## src/rtl/bp_pkg.sv

```systemverilog
// bp_pkg: shared constants and saturating-counter helpers for the branch predictor.
package bp_pkg;
  localparam int DEF_BTB_ENTRIES = 16;
  localparam int DEF_PHT_ENTRIES = 64;
  localparam int DEF_BTB_IDX_W = $clog2(DEF_BTB_ENTRIES);
  localparam int DEF_PHT_IDX_W = $clog2(DEF_PHT_ENTRIES);
  function automatic logic [3:0] cnt_reset(int unsigned bits);
    return 4'((1 << (bits - 1)) - 1);
  endfunction
  function automatic logic [3:0] cnt_inc(logic [3:0] c, int unsigned bits);
    return (c == 4'((1 << bits) - 1)) ? c : c + 4'd1;
  endfunction
  function automatic logic [3:0] cnt_dec(logic [3:0] c);
    return (c == 4'd0) ? c : c - 4'd1;
  endfunction
endpackage

```

## src/rtl/branch_predictor_sat_counter_array.sv

```systemverilog
// sat_counter_array: flop array of saturating counters with one read and one update port.
module sat_counter_array
  import bp_pkg::*;
#(
  parameter int DEPTH = DEF_PHT_ENTRIES,
  parameter int WIDTH = 2,
  localparam int IW = $clog2(DEPTH)
) (
  input  logic             clk,
  input  logic             rst,
  input  logic [IW-1:0]    rd_idx,
  output logic [WIDTH-1:0] rd_cnt,
  input  logic             wr_en,
  input  logic [IW-1:0]    wr_idx,
  input  logic             wr_inc
);
  logic [WIDTH-1:0] cnt_q [DEPTH];
  logic [WIDTH-1:0] cnt_d [DEPTH];
  logic [3:0] cur;
  always_comb begin
    cnt_d = cnt_q;
    cur = 4'(cnt_q[wr_idx]);
    if (wr_en) cnt_d[wr_idx] = WIDTH'(wr_inc ? cnt_inc(cur, WIDTH) : cnt_dec(cur));
  end
  always_ff @(posedge clk) begin
    for (int i = 0; i < DEPTH; i++) cnt_q[i] <= rst ? WIDTH'(cnt_reset(WIDTH)) : cnt_d[i];
  end
  assign rd_cnt = cnt_q[rd_idx];
endmodule

```

## src/rtl/branch_predictor.sv

```systemverilog
// branch_predictor: tagged direct-mapped BTB plus bimodal/gshare PHT, combinational lookup, ID-stage update.
module branch_predictor
  import bp_pkg::*;
#(
  parameter int BTB_ENTRIES = DEF_BTB_ENTRIES,
  parameter int PHT_ENTRIES = DEF_PHT_ENTRIES,
  parameter int CNT_BITS = 2,
  parameter int HIST_BITS = 0,
  parameter int PERF_BITS = 16,
  localparam int BW = $clog2(BTB_ENTRIES),
  localparam int PW = $clog2(PHT_ENTRIES),
  localparam int TW = 30 - BW,
  localparam int GW = (HIST_BITS > 0) ? HIST_BITS : 1
) (
  input  logic                 clk,
  input  logic                 rst,
  input  logic [31:0]          if_pc,
  output logic                 predict_taken,
  output logic [31:0]          predict_PC,
  output logic [PW-1:0]        pred_pht_idx,
  input  logic                 upd_valid,
  input  logic [31:0]          upd_pc,
  input  logic [PW-1:0]        upd_pht_idx,
  input  logic                 upd_taken,
  input  logic [31:0]          upd_target,
  input  logic                 upd_mispredict,
  output logic [PERF_BITS-1:0] mispredict_cnt
);
  logic          btb_valid_q  [BTB_ENTRIES];
  logic          btb_valid_d  [BTB_ENTRIES];
  logic [TW-1:0] btb_tag_q    [BTB_ENTRIES];
  logic [TW-1:0] btb_tag_d    [BTB_ENTRIES];
  logic [31:0]   btb_target_q [BTB_ENTRIES];
  logic [31:0]   btb_target_d [BTB_ENTRIES];
  logic [GW-1:0] ghr_q, ghr_d;
  logic [PERF_BITS-1:0] perf_q, perf_d;
  logic [BW-1:0] bi, ui;
  logic [CNT_BITS-1:0] pht_cnt;
  logic hit;
  logic unused_bits;
  assign bi = if_pc[BW+1:2];
  assign ui = upd_pc[BW+1:2];
  assign pred_pht_idx = if_pc[PW+1:2] ^ PW'(ghr_q);
  assign hit = btb_valid_q[bi] && (btb_tag_q[bi] == if_pc[31:BW+2]);
  assign predict_taken = hit && pht_cnt[CNT_BITS-1];
  assign predict_PC = predict_taken ? btb_target_q[bi] : if_pc + 32'd4;
  assign mispredict_cnt = perf_q;
  assign unused_bits = &{1'b0, if_pc[1:0], upd_pc[1:0], pht_cnt};
  sat_counter_array #(.DEPTH(PHT_ENTRIES), .WIDTH(CNT_BITS)) u_pht (
    .clk    (clk),
    .rst    (rst),
    .rd_idx (pred_pht_idx),
    .rd_cnt (pht_cnt),
    .wr_en  (upd_valid),
    .wr_idx (upd_pht_idx),
    .wr_inc (upd_taken)
  );
  // A taken update writes the whole entry, so hit-refresh and miss-allocate collapse to one path.
  always_comb begin
    btb_valid_d = btb_valid_q;
    btb_tag_d = btb_tag_q;
    btb_target_d = btb_target_q;
    if (upd_valid && upd_taken) begin
      btb_valid_d[ui] = 1'b1;
      btb_tag_d[ui] = upd_pc[31:BW+2];
      btb_target_d[ui] = upd_target;
    end
    ghr_d = (HIST_BITS > 0 && upd_valid) ? GW'({ghr_q, upd_taken}) : ghr_q;
    perf_d = (upd_valid && upd_mispredict && !(&perf_q)) ? perf_q + 1'b1 : perf_q;
  end
  always_ff @(posedge clk) begin
    for (int i = 0; i < BTB_ENTRIES; i++) btb_valid_q[i] <= rst ? 1'b0 : btb_valid_d[i];
    ghr_q <= rst ? '0 : ghr_d;
    perf_q <= rst ? '0 : perf_d;
  end
  always_ff @(posedge clk) begin
    btb_tag_q <= btb_tag_d;
    btb_target_q <= btb_target_d;
  end
endmodule

```

## config.mk

```make
export PLATFORM = sky130hd
export DESIGN_NAME = branch_predictor
export DESIGN_NICKNAME = d
export VERILOG_FILES = /design/src/rtl/bp_pkg.sv /design/src/rtl/branch_predictor_sat_counter_array.sv /design/src/rtl/branch_predictor.sv
export SDC_FILE = /design/constraint.sdc
export NUM_CORES = 1
export LEC_CHECK = 0
export BUFFER_PORTS_ARGS = -buffer_cell sky130_fd_sc_hd__buf_2
export CAP_MARGIN = 20
export CORE_UTILIZATION = 40
export DETAILED_ROUTE_END_ITERATION = 8
export GPL_TIMING_DRIVEN = 0
export HOLD_SLACK_MARGIN = 0.1
export SETUP_SLACK_MARGIN = 0.15
export SLEW_MARGIN = 20
export SYNTH_ARGS = -nofsm -noshare
export SYNTH_HDL_FRONTEND = slang
export SYNTH_SLANG_ARGS = --single-unit
```

## constraint.sdc

```tcl
create_clock -name clk -period 13.4 [get_ports clk]
set_clock_uncertainty 0.2 [all_clocks]
set_input_delay 0 -clock clk [delete_from_list [all_inputs] [get_ports clk]]
set_output_delay 0 -clock clk [all_outputs]
set_load 0.005 [all_outputs]
```

==> summary.txt <==
status: finished, final reports clean
WHS Endpoint: predict_PC[0]
RSZ-0062 raised after global routing: false
Critical path origin: if_pc[5]
final period utilization: 0.372
Worst-Skew Late Latency: 710 ps
Core Region: 109000 um2
Post-CTS Setup Bufs: 0
dpl hpwl: 94800 um
Residual DRC: 0
DR vias: 26500
dominant synthesized flop cell: edfxtp_1
leakage power: 17.8 nW
Hold Path Stages: 3
post-route insts no fill: 4611
share of cells above drive strength 1: 0.263
Post-DRT Antenna Nets: 0
max cap viols: 0
Relative slew margins: 0.266
TNS Setup: 0 ps
largest net degree at the start of global routing: 18
hold path start: if_pc[0]
die width: 335 um
Min Hold Slack: 102 ps
Worst Reg-to-Reg Cells: 9
Hold Fails Final Rpt: 0
startpoint types: primary input
Max Transition Viols Final: 0
fraction of registers with async set/reset: 0
GRT Total Usage: 0.239
final instance area: 53800 um2
RR Startpoint: u_pht.cnt_q[23]
CTS tree: done
initial DRC count: 2896
count leader, synth: edfxtp_1
clock period minus worst slack: 4980 ps
CTS Sinks: 1088
post-synthesis sequential area ratio: 0.699
Syn Nets: 2647
# hold bufs at CTS: 150
syn_area_per_cell: 17.5 um2
crit-path max FO: 10
fin nets: 3147
CP required: 13200 ps
Placed Area: 48700 um2
Warnings, synthesis: 0
top cells by area in the synthesized netlist: edfxtp_1 (63%), mux4_2 (13%), dfxtp_1 (7.2%), mux2i_1 (1.9%), a21oi_1 (1.6%)
maximum vdd drop: 0.108 mV
share of the synthesized area in the top cell type: 0.627
area delta synth->final: 21.1%
dpl cells: 4252
Worst R2R End: u_pht.cnt_q[122]
via/cell ratio: 5.74
Root Buffer: clkbuf_16
first-pass GRT wire length: 192000 um
Slew @ Worst Pin: 1100 ps
die area: 112000 um2
post-synth top area cell: edfxtp_1
gr ovfl total: 0
DR WL/cell: 29.1 um
Setup Crit Path Kind: in -> out
crit end category: output pin
endpoints failing setup: 0
I/O pins: 162
EDFF count, synth: 928
port bufs: 143
worst hold path type: in -> out
first drt pass iteration count: 6
clock buffer depth: 3
CTS Buf Count: 110
gpl congestion: 0.938
number of global-route vias before repair: 26800
synth cell count leaders: edfxtp_1 (928), mux4_2 (256), dfxtp_1 (160)
power per standard cell area: 136 nW/um2
Post-Syn Instances: 2538
H-tree depth: 3
PostCTS Resize Cnt: 0
Starting Density: 0.406
post-synthesis register bit count: 1088
row count: 121
fmax: 201 MHz
Routed WL: 134000 um
initial antenna violation count: 10
r2r setup slk: 10030 ps
Worst EP arrival: 4780 ps
Chip Height: 335 um
Post-Syn Area: 44500 um2
library cells used by synthesis: 81
==> cell usage in the layout, fill, tap and decap left out, types with 13 or more instances in the layout <==
master and count:
nand2b_1 16, buf_12 27, mux2i_1 84, mux2_2 16, o21ai_0 83, buf_16 22, xor2_1 26, buf_4 62
nor3_1 73, clkbuf_16 111, clkbuf_1 102, a21oi_1 138, inv_1 13, clkinv_2 27, dlygate4sd3_1 150, nor2_1 125
bufinv_16 13, clkinv_1 20, nor2b_1 14, dfxtp_1 160, mux4_2 256, buf_2 183, nand2_1 100, xnor2_1 40
edfxtp_1 928, mux2_4 29, buf_6 19, a22oi_1 26, nand4_1 15, o22ai_1 15, nand3_1 27
==> area by class of cell <==
class                      instances  area, um2
multi-input combinational       1265      12500
inverter                          14       52.6
sequential                      1088      31100
fill                            9054      55600
clock buffer                     135       2890
antenna                            4       10.0
tap                             1476       1850
buffer                           171        942
timing repair buffer             388       3740
clock inverter                    70        767
==> worst max path at each step <==
stage                         to  slack (ps)  cells past startpoint
2_1_floorplan     btb_tag_q[390]        7980                      4
3_3_place_gp   btb_target_q[500]        1290                      4
3_5_place_dp       predict_PC[2]        8110                     13
4_1_cts            predict_PC[2]        8070                     13
5_1_grt            predict_PC[2]        8390                     12
6_report           predict_PC[2]        8420                     13
==> flip-flops by register name, summed over array words and instances, names as in the netlist <==
| name | flops |
|---|---|
| u_pht.cnt_q | 128 |
| btb_target_q | 512 |
| mispredict_cnt | 16 |
| btb_valid_q | 16 |
| btb_tag_q | 416 |
==> report_power, final <==
part / internal, mW / switching (mW)
clock network: 1.79 / 1.33
logic: 0.205 / 0.301
registers: 3.71 / 0.0103
total: 5.70 / 1.64
==> per-stage QoR <==
step	util	power (mW)	worst slack, ps
after floorplan	-	4.05	7980
after global routing	0.492	7.53	8390
after global placement	0.430	4.24	1290
after detailed placement	0.445	4.26	8110
after CTS	0.492	7.38	8070
final	0.492	7.34	8420
==> metal layers <==
layer	global-route usage	part of all wire	up-vias
li1	-	-	11200
met1	0.310	0.40	13800
met2	0.407	0.50	1174
met3	0.0474	0.076	238
met4	0.0689	0.029	16
met5	0	0.00074	-
==> worst max-delay path, cell delays in order <==
cell      delay [ps]
buf_2            240
buf_2            410
clkbuf_2         550
clkbuf_1         730
nand2_1          100
nand3_1          120
o31ai_1           70
o31ai_1          690
o211ai_1         300
nor3_4           780
buf_12           250
mux2i_1          320
buf_2            180
==> logic make-up after synthesis <==
| family | Yosys count | synth area share |
|---|---|---|
| flip-flops | 1088 | 0.699 |
| AND/OR/NAND/NOR | 461 | 0.0508 |
| multiplexers | 392 | 0.167 |
| AO/OA/AOI/OAI | 343 | 0.0477 |
| buffers and inverters | 185 | 0.0223 |
| XOR/XNOR | 66 | 0.0130 |
| adder cells (fa/ha/maj) | 3 | 0.000816 |
No activity file was read; power rests on OpenSTA's default activity.
